## src/rtl/cfu_pkg.sv

```systemverilog
// Shared CFU definitions: response status encoding and the parameter legality check
// used by CFU tops at elaboration.
package cfu_pkg;

  localparam int unsigned CFU_STATUS_W = 3;
  localparam logic [CFU_STATUS_W-1:0] CFU_OK = '0;

  // True when the parameter set is one this CFU family supports.
  function automatic bit cfu_params_ok(
    input int unsigned data_w,
    input int unsigned n_cfus,
    input int unsigned n_states,
    input int unsigned func_id_w,
    input int unsigned insn_w
  );
    return ((data_w == 32) || (data_w == 64)) &&
           (n_cfus == 1) && (n_states == 0) &&
           (func_id_w == 0) && (insn_w == 0);
  endfunction

endpackage

```

## src/rtl/bnn_popcount.sv

```systemverilog
// Combinational XNOR-popcount core: count = number of bit positions where a and b agree,
// zero-extended to DATA_W. Built as a balanced adder tree (DATA_W is a power of two).
// Ports:
//   a, b   : DATA_W-bit operands
//   count  : DATA_W-bit result, range 0..DATA_W
module bnn_popcount #(
  parameter int unsigned DATA_W = 32
) (
  input  logic [DATA_W-1:0] a,
  input  logic [DATA_W-1:0] b,
  output logic [DATA_W-1:0] count
);

  localparam int unsigned LEVELS = $clog2(DATA_W);
  localparam int unsigned CNT_W  = LEVELS + 1;

  logic [DATA_W-1:0] agree;
  assign agree = ~(a ^ b);

  // Level l holds DATA_W>>l partial sums; level 0 is the per-bit agreement flags.
  for (genvar l = 0; l <= LEVELS; l++) begin : g_lvl
    localparam int unsigned N = DATA_W >> l;
    logic [N-1:0][CNT_W-1:0] s;
    if (l == 0) begin : g_leaf
      for (genvar i = 0; i < N; i++) begin : g_bit
        assign s[i] = CNT_W'(agree[i]);
      end
    end else begin : g_sum
      for (genvar i = 0; i < N; i++) begin : g_add
        assign s[i] = g_lvl[l-1].s[2*i] + g_lvl[l-1].s[2*i+1];
      end
    end
  end

  assign count = DATA_W'(g_lvl[LEVELS].s[0]);

endmodule

```

## src/rtl/bnn_stream_cfu.sv

```systemverilog
// Streaming valid/ready BNN dot-product CFU: combinational XNOR-popcount core behind a
// single registered response stage.
// Ports:
//   clk, rst_n     : clock, asynchronous active-low reset
//   clk_en         : clock enable; registers hold and no handshake fires while low
//   req_valid/ready: request handshake (req_ready is combinational)
//   req_data0/1    : operands, only needed in the accepting cycle
//   resp_valid/ready, resp_status, resp_data : registered response channel
module bnn_stream_cfu
  import cfu_pkg::*;
#(
  parameter int unsigned CFU_DATA_W    = 32,
  parameter int unsigned CFU_N_CFUS    = 1,
  parameter int unsigned CFU_N_STATES  = 0,
  parameter int unsigned CFU_FUNC_ID_W = 0,
  parameter int unsigned CFU_INSN_W    = 0
) (
  input  logic                    clk,
  input  logic                    rst_n,
  input  logic                    clk_en,
  input  logic                    req_valid,
  output logic                    req_ready,
  input  logic [CFU_DATA_W-1:0]   req_data0,
  input  logic [CFU_DATA_W-1:0]   req_data1,
  output logic                    resp_valid,
  input  logic                    resp_ready,
  output logic [CFU_STATUS_W-1:0] resp_status,
  output logic [CFU_DATA_W-1:0]   resp_data
);

  // Reject unsupported configurations at elaboration.
  if (!cfu_params_ok(CFU_DATA_W, CFU_N_CFUS, CFU_N_STATES, CFU_FUNC_ID_W, CFU_INSN_W))
  begin : g_param_err
    $error("bnn_stream_cfu: unsupported parameter set");
  end

  logic [CFU_DATA_W-1:0] core_result;
  logic                  req_fire;
  logic                  resp_fire;

  bnn_popcount #(
    .DATA_W(CFU_DATA_W)
  ) u_core (
    .a    (req_data0),
    .b    (req_data1),
    .count(core_result)
  );

  // Slot is free when empty or being drained this cycle.
  assign req_ready = !resp_valid || resp_ready;
  assign req_fire  = req_valid && req_ready;
  assign resp_fire = resp_valid && resp_ready;

  // Response register: a new request overwrites, a drain without refill empties.
  always_ff @(posedge clk or negedge rst_n) begin
    if (!rst_n) begin
      resp_valid  <= 1'b0;
      resp_data   <= '0;
      resp_status <= CFU_OK;
    end else if (clk_en) begin
      if (req_fire) begin
        resp_valid  <= 1'b1;
        resp_data   <= core_result;
        resp_status <= CFU_OK;
      end else if (resp_fire) begin
        resp_valid <= 1'b0;
      end
    end
  end

endmodule

```

## config.mk

```make
export PLATFORM = sky130hd
export DESIGN_NAME = bnn_stream_cfu
export DESIGN_NICKNAME = d
export VERILOG_FILES = /design/src/rtl/cfu_pkg.sv /design/src/rtl/bnn_popcount.sv /design/src/rtl/bnn_stream_cfu.sv
export SDC_FILE = /design/constraint.sdc
export NUM_CORES = 1
export LEC_CHECK = 0
export ABC_AREA = 0
export CORE_MARGIN = 4
export CORE_UTILIZATION = 36
export DETAILED_ROUTE_END_ITERATION = 6
export PLACE_DENSITY = 0.79
export SLEW_MARGIN = 25
export SYNTH_ARGS = -nofsm -noshare
export SYNTH_HDL_FRONTEND = slang
export SYNTH_SLANG_ARGS = --single-unit
export TNS_END_PERCENT = 10
```

## constraint.sdc

```tcl
create_clock -name clk -period 1.2 [get_ports clk]
set_clock_uncertainty 0.1 [all_clocks]
set_input_delay 0.24 -clock clk [delete_from_list [all_inputs] [get_ports clk]]
set_output_delay 0.24 -clock clk [all_outputs]
set_load 0.005 [all_outputs]
```

==> results of run 1 <==
## routing by layer
layer  vias up  part of all wire  GRT usage
met1       660              0.32     0.1206
met5         -                 0          0
met3         5             0.084    0.03251
met2        52              0.58     0.2310
met4         0             0.016    0.04054
li1        699                 -          -
## path summary, 6_finish.rpt
check                               endpoint  slack (ns)  depth (start not counted)
worst max register to register  resp_data[2]       -0.13                          4
worst min register to register  resp_data[0]        0.40                          1
max in group asynchronous       resp_data[0]        0.58                          1
min in group clk                  resp_valid        0.39                          3
worst min-delay path            resp_data[4]        0.17                          1
worst max-delay path            resp_data[5]       -2.99                         15
## synth_stat cells
| library cell | n |
|---|---|
| nor2b_4 | 1 |
| o31ai_1 | 1 |
| ha_1 | 24 |
| buf_4 | 29 |
| xnor2_1 | 35 |
| a22o_1 | 1 |
| dfrtp_1 | 7 |
| fa_1 | 26 |
| inv_2 | 1 |
| nand3_1 | 1 |
| mux2_4 | 3 |
| and3b_1 | 1 |
| o21ai_0 | 5 |
| a21boi_0 | 1 |
| inv_1 | 46 |
| nand2_1 | 1 |
| conb_1 | 1 |
| a21oi_1 | 2 |
| mux2_2 | 1 |
| nand3_2 | 1 |
| a21o_1 | 1 |
| nand2_2 | 1 |
| nor2_4 | 1 |
## worst register-to-register path, stage by stage, from the launching register on
cell and delay, ns:
dfrtp_1 0.37, nor2b_4 0.13, buf_4 0.15, nor2_4 0.16, mux2_4 0.31
## final cells by class
class / instances / area (um^2)
fillers: 490 / 2281
flip-flops and latches: 7 / 175.2
clock buffers: 4 / 45.04
multi-input cells: 136 / 1562
well taps: 70 / 87.58
repair buffers: 91 / 748.2
inverters: 47 / 176.4
## through the flow
step / worst slack, ns / total power (uW) / TNS (ns) / hold WS, ns
6_report: -2.989 / 9126 / -16.46 / 0.1732
5_1_grt: -3.159 / 10410 / -17.47 / 0.1943
4_1_cts: -3.003 / 9137 / -16.64 / 0.1823
3_5_place_dp: -3.675 / 8058 / -21.11 / 0.3973
3_3_place_gp: -3.619 / 7794 / -20.88 / 0.3989
2_1_floorplan: -3.039 / 5758 / -16.48 / -0.1556
## cell families after synthesis
kind of cell,count (synthesis)
mux,4
buf+inv,76
other cells,1
fa+ha+maj,50
simple gates,7
compound gates,11
flops,7
xor+xnor,35
## power breakdown
part	switching [uW]	total (uW)	internal, uW
registers	45.4	402	356
clock network	110	341	230
logic	3760	8380	4630
## sequential cells by signal, summed over array words and instances, names as in the netlist
register    cells
resp_valid      1
resp_data       6
## what timing repair did
action,in CTS,in global routing
endpoints found under the setup margin,14,8
gates resized for setup,185,10
pin swaps,56,4
buffers inserted,2,0
==> flow_summary.yaml, run 1 <==
timing:
  setup_viol: 7
  fmax_mhz: 238.7
  maxSlewViolCount: 0
  rsz0062_at_grt: "yes"
  finalCritPeriodShare: 3.491
  worst_slack_ns: -2.989
  finalHoldViolCount: 0
  fin_crit_ns: 4.189
die:
  coreArea_um2: 5075
  io_pins: 106
  start_util: 0.3708
  fp.dieH_um: 80.30
  dieArea_um2: 6448
  num_rows: 26
  fp.dieW_um: 80.30
synth:
  yosys.area.top_type: "fa_1"
  ys_seq_area_frac: 0.09309
  synthCells: 191
  synthTopCellsByArea: "fa_1, xnor2_1, ha_1"
  yosysTopAreaCellShare: 0.2766
  ys_ff_latch: 7
  synth_adder_area_share: 0.4362
  synth_cell_types: 23
  synth.cell_area_um2: 1882
  yosys_warnings: 0
  synth.avg_cell_area_um2: 9.852
  synth_compound_area_frac: 0.03524
  synth_top_family_by_area: "adder cells"
  synthSimpleGateAreaFrac: 0.03125
  synth.mux.area_fraction: 0.02992
  synthXorXnorAreaFrac: 0.1629
grt:
  grt_pass1_vias: 1536
  antenna_found_initial: 0
  track_usage: 0.1192
  grt_max_degree: 8
  grt_first_pass_wirelength_um: 6085
  globalRouteOverflowTotal: 0
setup_path:
  arrival_ns: 4.20
  cpPeakStageDelay_ns: 0.56
  cpMostUsedCell: "fa_2"
  slowest_stage: "fa_2"
  critPathLaunchType: "primary input"
  timing.rr.start: "resp_valid"
  critPathTopFamily: "adder cells"
  crit_path_start: "req_data0[3]"
  critPathCaptureType: "flop"
  cp.required_ns: 1.21
  path_buf_inv: 3
  critPathKind: "in -> reg"
  crit_chain: "clkdlybuf4s15_1 > xnor2_1 > ha_1 > inv_2 > fa_2 > fa_2 > fa_2 > fa_1 > fa_1 > inv_1 > ha_2 > fa_2 > a21o_1 > a21oi_2 > o21ai_1"
  cp_max_fo: 2
detailed_routing:
  routed_wl_um: 3552
  wl_per_cell_um: 10.01
  viasPerCell: 3.989
  final_antenna_net_count: 0
  vias: 1416
  drc: 0
  first_iter_violations: 26
  drt_pass1_iterations: 3
cts:
  cts_root_buf: "clkbuf_8"
  clkTransAtPathRegs_ns: 0.04
  cts_inserted_buffers: 3
  clk_latency_ns: 0.23
  holdBufCountCts: 0
  clkSinkCount: 7
  clockBufferDepth: 2
  h-tree-depth: 1
  cts_tree: "yes"
place:
  post_dp_cell_area_um2: 2759
  routabilityCongestion: 0.7471
  placedCellCount: 349
  io_buffers: 76
  dpl.hpwl_um: 3421
layout:
  layout.cells.most_common_list: "inv_1, conb_1, clkdlybuf4s15_1"
  n_antenna_cell: 0
  syn_to_final_growth_pct: 48.47
  drive_above_1_share: 0.3439
  fin_util: 0.5505
  final_cells: 355
  layout_commonest_cell: "inv_1"
  nNetsFinal: 405
  final_area_um2: 2794
power_and_ir_drop:
  ir_worst_vdd_mv: 2.544
  powerDensity_nw_per_um2: 3266
  leakage_uw: 0.001406
outcome:
  outcome: "complete, but fails checks"
  failed_checks: "negative setup slack"
min_path:
  worstHoldPathType: "in -> async"
job:
  drv_cap: 0
Power figures use the tool's default switching activity.
==> run 2: changes to the inputs <==
--- a/config.mk
+++ b/config.mk
@@ -7,9 +7,10 @@
 export LEC_CHECK = 0
 export ABC_AREA = 0
 export CORE_MARGIN = 4
-export CORE_UTILIZATION = 36
+export CORE_UTILIZATION = 45
 export DETAILED_ROUTE_END_ITERATION = 6
-export PLACE_DENSITY = 0.79
+export DONT_BUFFER_PORTS = 1
+export HOLD_SLACK_MARGIN = 0.1
 export SLEW_MARGIN = 25
 export SYNTH_ARGS = -nofsm -noshare
 export SYNTH_HDL_FRONTEND = slang
==> run 2 against run 1 <==
Sequential power rose by 7.2%. Critical path depth fell by 1. Register-to-register slack gained 0.14 ns. Critical endpoint unchanged. The run still ends with negative setup slack left. Die area down 18%. Clock power decreased by 4%. Final cell count down 28%. Hold slack gained 0.020 ns. Global-route usage fell by 2.8 points.
==> flow_summary.yaml, run 2 (synthesis results as in run 1) <==
place:
  place_ws_ns: -3.215
  io_buffers: 0
  dpl.hpwl_um: 2462
  routabilityCongestion: 0.7503
grt:
  antenna_found_initial: 0
  track_usage: 0.09109
  grt_max_degree: 8
  grt_pass1_vias: 1029
  globalRouteOverflowTotal: 0
  grt_first_pass_wirelength_um: 3891
die:
  io_pins: 106
  start_util: 0.4671
  dieArea_um2: 5280
  fp.dieH_um: 72.67
  fp.dieW_um: 72.67
  coreArea_um2: 4029
  num_rows: 23
outcome:
  outcome: "complete, but fails checks"
  failed_checks: "negative setup slack"
cts:
  clkTransAtPathRegs_ns: 0.04
  h-tree-depth: 1
  clk_latency_ns: 0.22
  cts_inserted_buffers: 3
  clkSinkCount: 7
  cts_tree: "yes"
  clockBufferDepth: 2
  cts_root_buf: "clkbuf_8"
timing:
  fin_tns_setup_ns: -15.38
  fmax_mhz: 247.8
  finalCritPeriodShare: 3.362
  worst_slack_ns: -2.835
  finalHoldViolCount: 0
  fin_crit_ns: 4.035
  rsz0062_at_grt: "yes"
  maxSlewViolCount: 0
  setup_viol: 6
layout:
  nNetsFinal: 325
  fill_cells: 362
  syn_to_final_growth_pct: 13.30
  layout.cells.most_common_list: "inv_1, conb_1, xnor2_1"
  layout_commonest_cell: "inv_1"
  drive_above_1_share: 0.2195
  reg.largest.list: "resp_data x6, resp_valid x1"
  register_area_um2: 175.2
  top_register: "resp_data"
  largest_reg_flops: 6
  multi_input_area_um2: 1578
  n_antenna_cell: 0
setup_path:
  arrival_ns: 4.03
  critPathLaunchType: "primary input"
  cp_max_fo: 2
  critPathCaptureType: "flop"
  cp.required_ns: 1.20
  critPathKind: "in -> reg"
detailed_routing:
  viasPerCell: 4.310
  vias: 1099
  drc: 0
  final_antenna_net_count: 0
  first_iter_violations: 67
  wl_per_cell_um: 10.47
  drt_pass1_iterations: 4
  routed_wl_um: 2669
job:
  drv_cap: 0
power_and_ir_drop:
  power_uw: 8094
  leakage_uw: 0.001054
  powerDensity_nw_per_um2: 3797
  ir_worst_vdd_mv: 2.566
min_path:
  worstHoldPathType: "in -> reg"
[run 2: cell types whose count changed in the layout (fill, tap and decap cells not counted), sizes merged]
cell,change
buf,-35
dlygate4sd3,+5
clkdlybuf4s15,-27
clkdlybuf4s50,-19
clkbuf,-3
dlygate4sd2,-1
[run 2: per-stage QoR]
step	util	hold slack (ns)	std cells	instance area, um^2
detailed placement	0.4767	-0.1555	246	1921
CTS	0.5096	0.1010	254	2053
finish	0.5292	0.1935	255	2132
floorplan	-	-0.1556	219	2031
global placement	0.4767	-0.1554	246	1921
global route	0.5292	0.2101	255	2132
[run 2: routing by layer]
| metal | vias up | routed length [um] | track usage |
|---|---|---|---|
| li1 | 541 | - | - |
| met1 | 497 | 923 | 0.1142 |
| met2 | 59 | 1424 | 0.1603 |
| met3 | 2 | 293 | 0.01240 |
| met4 | 0 | 28 | 0.03074 |
| met5 | - | 0 | 0 |
[run 2: final timing paths]
check	startpoint	to	slack (ns)	depth (start not counted)
hold reg to reg	resp_data[3]	resp_data[3]	0.45	2
setup / recovery	req_data0[0]	resp_data[5]	-2.83	14
hold / removal	req_valid	resp_data[3]	0.19	3
min in group asynchronous	rst_n	resp_data[5]	0.24	1
setup reg to reg	resp_valid	resp_data[2]	0.01	3
max in group asynchronous	rst_n	resp_data[2]	0.52	1
[run 2: critical path, cell delays in order]
cell	delay (ns)
xnor2_4	0.11
ha_2	0.19
fa_1	0.55
inv_2	0.04
fa_1	0.55
fa_1	0.44
fa_1	0.48
fa_1	0.51
inv_2	0.05
ha_4	0.15
fa_2	0.34
a21o_1	0.20
a21oi_2	0.11
o21ai_1	0.07
[run 2: where the power goes]
group          total, uW  switching (uW)  leakage [uW]  internal [uW]
Sequential           431            75.3     0.0000854            356
Combinational       7340            3540      0.000946           3800
Clock                328            98.6     0.0000228            230
Total               8090            3710       0.00105           4380
[run 2: repair_timing]
item,CTS,global route
setup buffers,0,0
setup endpoints to repair,6,7
gates resized for setup,7,16
hold buffers,4,1
pin swaps,11,7
hold endpoints to repair,10,1
[run 2: layout make-up]
class,count,share of cell area
tap,50,0.02934
multi-input combinational,136,0.7400
sequential,7,0.08216
clock buffer,4,0.02113
timing repair buffer,11,0.04460
inverter,47,0.08275
==> run 3: changes to the inputs <==
--- a/config.mk
+++ b/config.mk
@@ -11,6 +11,7 @@
 export DETAILED_ROUTE_END_ITERATION = 6
 export DONT_BUFFER_PORTS = 1
 export HOLD_SLACK_MARGIN = 0.1
+export REMOVE_ABC_BUFFERS = 1
 export SLEW_MARGIN = 25
 export SYNTH_ARGS = -nofsm -noshare
 export SYNTH_HDL_FRONTEND = slang
==> run 3 against run 2 <==
Final area fell by 2.6%. Highest routed layer unchanged. The flow still finishes with violations (negative setup slack). Hold slack got worse by 0.0085 ns. Via count rose by 1.9%.
==> flow_summary.yaml, run 3 (synthesis results as in run 1) <==
grt:
  globalRouteOverflowTotal: 0
  grt_first_pass_wirelength_um: 4153
  grt_pass1_vias: 996
  grt-busiest-layer: "met2"
  grtUsageMet2: 0.1794
  track_usage: 0.1014
  grt_max_degree: 8
  use_met1: 0.1200
  antenna_found_initial: 0
  use_met3: 0.02204
timing:
  finalCritPeriodShare: 3.387
  setup_viol: 7
  finalHoldViolCount: 0
  fmax_mhz: 246.0
  rsz0062_at_grt: "yes"
  fin_crit_ns: 4.064
  worst_slack_ns: -2.864
  fin_tns_setup_ns: -15.77
  maxSlewViolCount: 0
layout:
  top_register: "resp_data"
  fill_cells: 392
  largest_reg_flops: 6
  n_antenna_cell: 0
  nNetsFinal: 328
  syn_to_final_growth_pct: 10.31
  layout_commonest_cell: "inv_1"
  register_area_um2: 175.2
  drive_above_1_share: 0.1779
  layout.cells.most_common_list: "inv_1, xnor2_1, conb_1"
  multi_input_area_um2: 1501
  fin_util: 0.5152
  reg.largest.list: "resp_data x6, resp_valid x1"
  final_area_um2: 2076
die:
  io_pins: 106
  fp.dieH_um: 72.67
  coreArea_um2: 4029
  dieArea_um2: 5280
  fp.dieW_um: 72.67
  start_util: 0.4671
  num_rows: 23
cts:
  clkTransAtPathRegs_ns: 0.04
  cts_inserted_buffers: 3
  cts_root_buf: "clkbuf_8"
  h-tree-depth: 1
  cts_tree: "yes"
  clockBufferDepth: 2
  clk_latency_ns: 0.23
  clkSinkCount: 7
place:
  post_dp_cell_area_um2: 1899
  dpl.hpwl_um: 2544
  io_buffers: 0
  routabilityCongestion: 0.7199
job:
  drv_cap: 0
detailed_routing:
  final_antenna_net_count: 0
  viasPerCell: 4.341
  first_iter_violations: 23
  routed_wl_um: 2805
  wl_per_cell_um: 10.87
  drt_pass1_iterations: 4
  drc: 0
  vias: 1120
setup_path:
  cp.required_ns: 1.21
  critPathLaunchType: "primary input"
  critPathCaptureType: "flop"
  arrival_ns: 4.08
  critPathKind: "in -> reg"
  slowest_stage: "fa_2"
  cp_max_fo: 2
  cpPeakStageDelay_ns: 0.56
  crit_chain: "xnor2_1 > ha_1 > fa_2 > inv_1 > fa_2 > fa_1 > fa_1 > fa_1 > inv_1 > ha_2 > fa_2 > a21o_1 > a21oi_2 > o21ai_1"
outcome:
  outcome: "complete, but fails checks"
  failed_checks: "negative setup slack"
min_path:
  worstHoldPathType: "in -> reg"
power_and_ir_drop:
  ir_worst_vdd_mv: 2.682
  leakage_uw: 0.001055
  power_uw: 8529
  powerDensity_nw_per_um2: 4109
==> run 3: repair_timing <==
item,4_1_cts,5_1_grt
setup endpoints to repair,7,7
endpoints found under the hold margin,11,0
pin swaps,10,12
setup buffers,1,0
resized for setup,12,7
hold buffers,4,0
==> run 3: area by class of cell <==
cell class | instances | area share
tap | 50 | 0.03014
timing repair buffer | 14 | 0.05545
clock buffer | 4 | 0.02170
sequential | 7 | 0.08439
multi-input combinational | 136 | 0.7233
inverter | 47 | 0.08499
==> run 3: worst paths after layout <==
| check | cells past startpoint | endpoint | slack (ns) | start |
|---|---|---|---|---|
| setup reg to reg | 3 | resp_data[0] | 0 | resp_valid |
| hold / removal | 3 | resp_data[3] | 0.19 | req_valid |
| min in group asynchronous | 1 | resp_data[5] | 0.24 | rst_n |
| hold reg to reg | 1 | resp_data[2] | 0.44 | resp_data[2] |
| setup / recovery | 14 | resp_data[5] | -2.86 | req_data1[12] |
| max in group asynchronous | 1 | resp_data[3] | 0.51 | rst_n |
==> run 3: metrics by stage <==
stage	setup slack, ns	hold slack [ns]	cells
after floorplan	-3.218	-0.1556	190
after global placement	-3.316	-0.1554	249
after detailed placement	-3.374	-0.1554	249
after CTS	-2.917	0.1751	258
after global routing	-3.026	0.1879	258
final	-2.864	0.1851	258
==> run 3: per-layer routing <==
layer / part of all wire / routed length, um / vias up
li1: - / - / 544
met1: 0.33 / 920 / 524
met2: 0.56 / 1574 / 47
met3: 0.095 / 267 / 5
met4: 0.015 / 43 / 0
met5: 0 / 0 / -
==> run 3: worst max-delay path: cells and delay by family <==
| kind | cells | cell delay [ns] |
|---|---|---|
| AO/OA/AOI/OAI | 3 | 0.34 |
| adder cells (fa/ha/maj) | 8 | 3.22 |
| XOR/XNOR | 1 | 0.16 |
| buffers and inverters | 2 | 0.10 |
==> run 3: report_power, final <==
group / switching (uW) / internal [uW] / leakage [uW]
Sequential: 72.5 / 356 / 0.0000854
Clock: 111 / 231 / 0.0000228
Combinational: 3510 / 4250 / 0.000947
Total: 3690 / 4840 / 0.00106
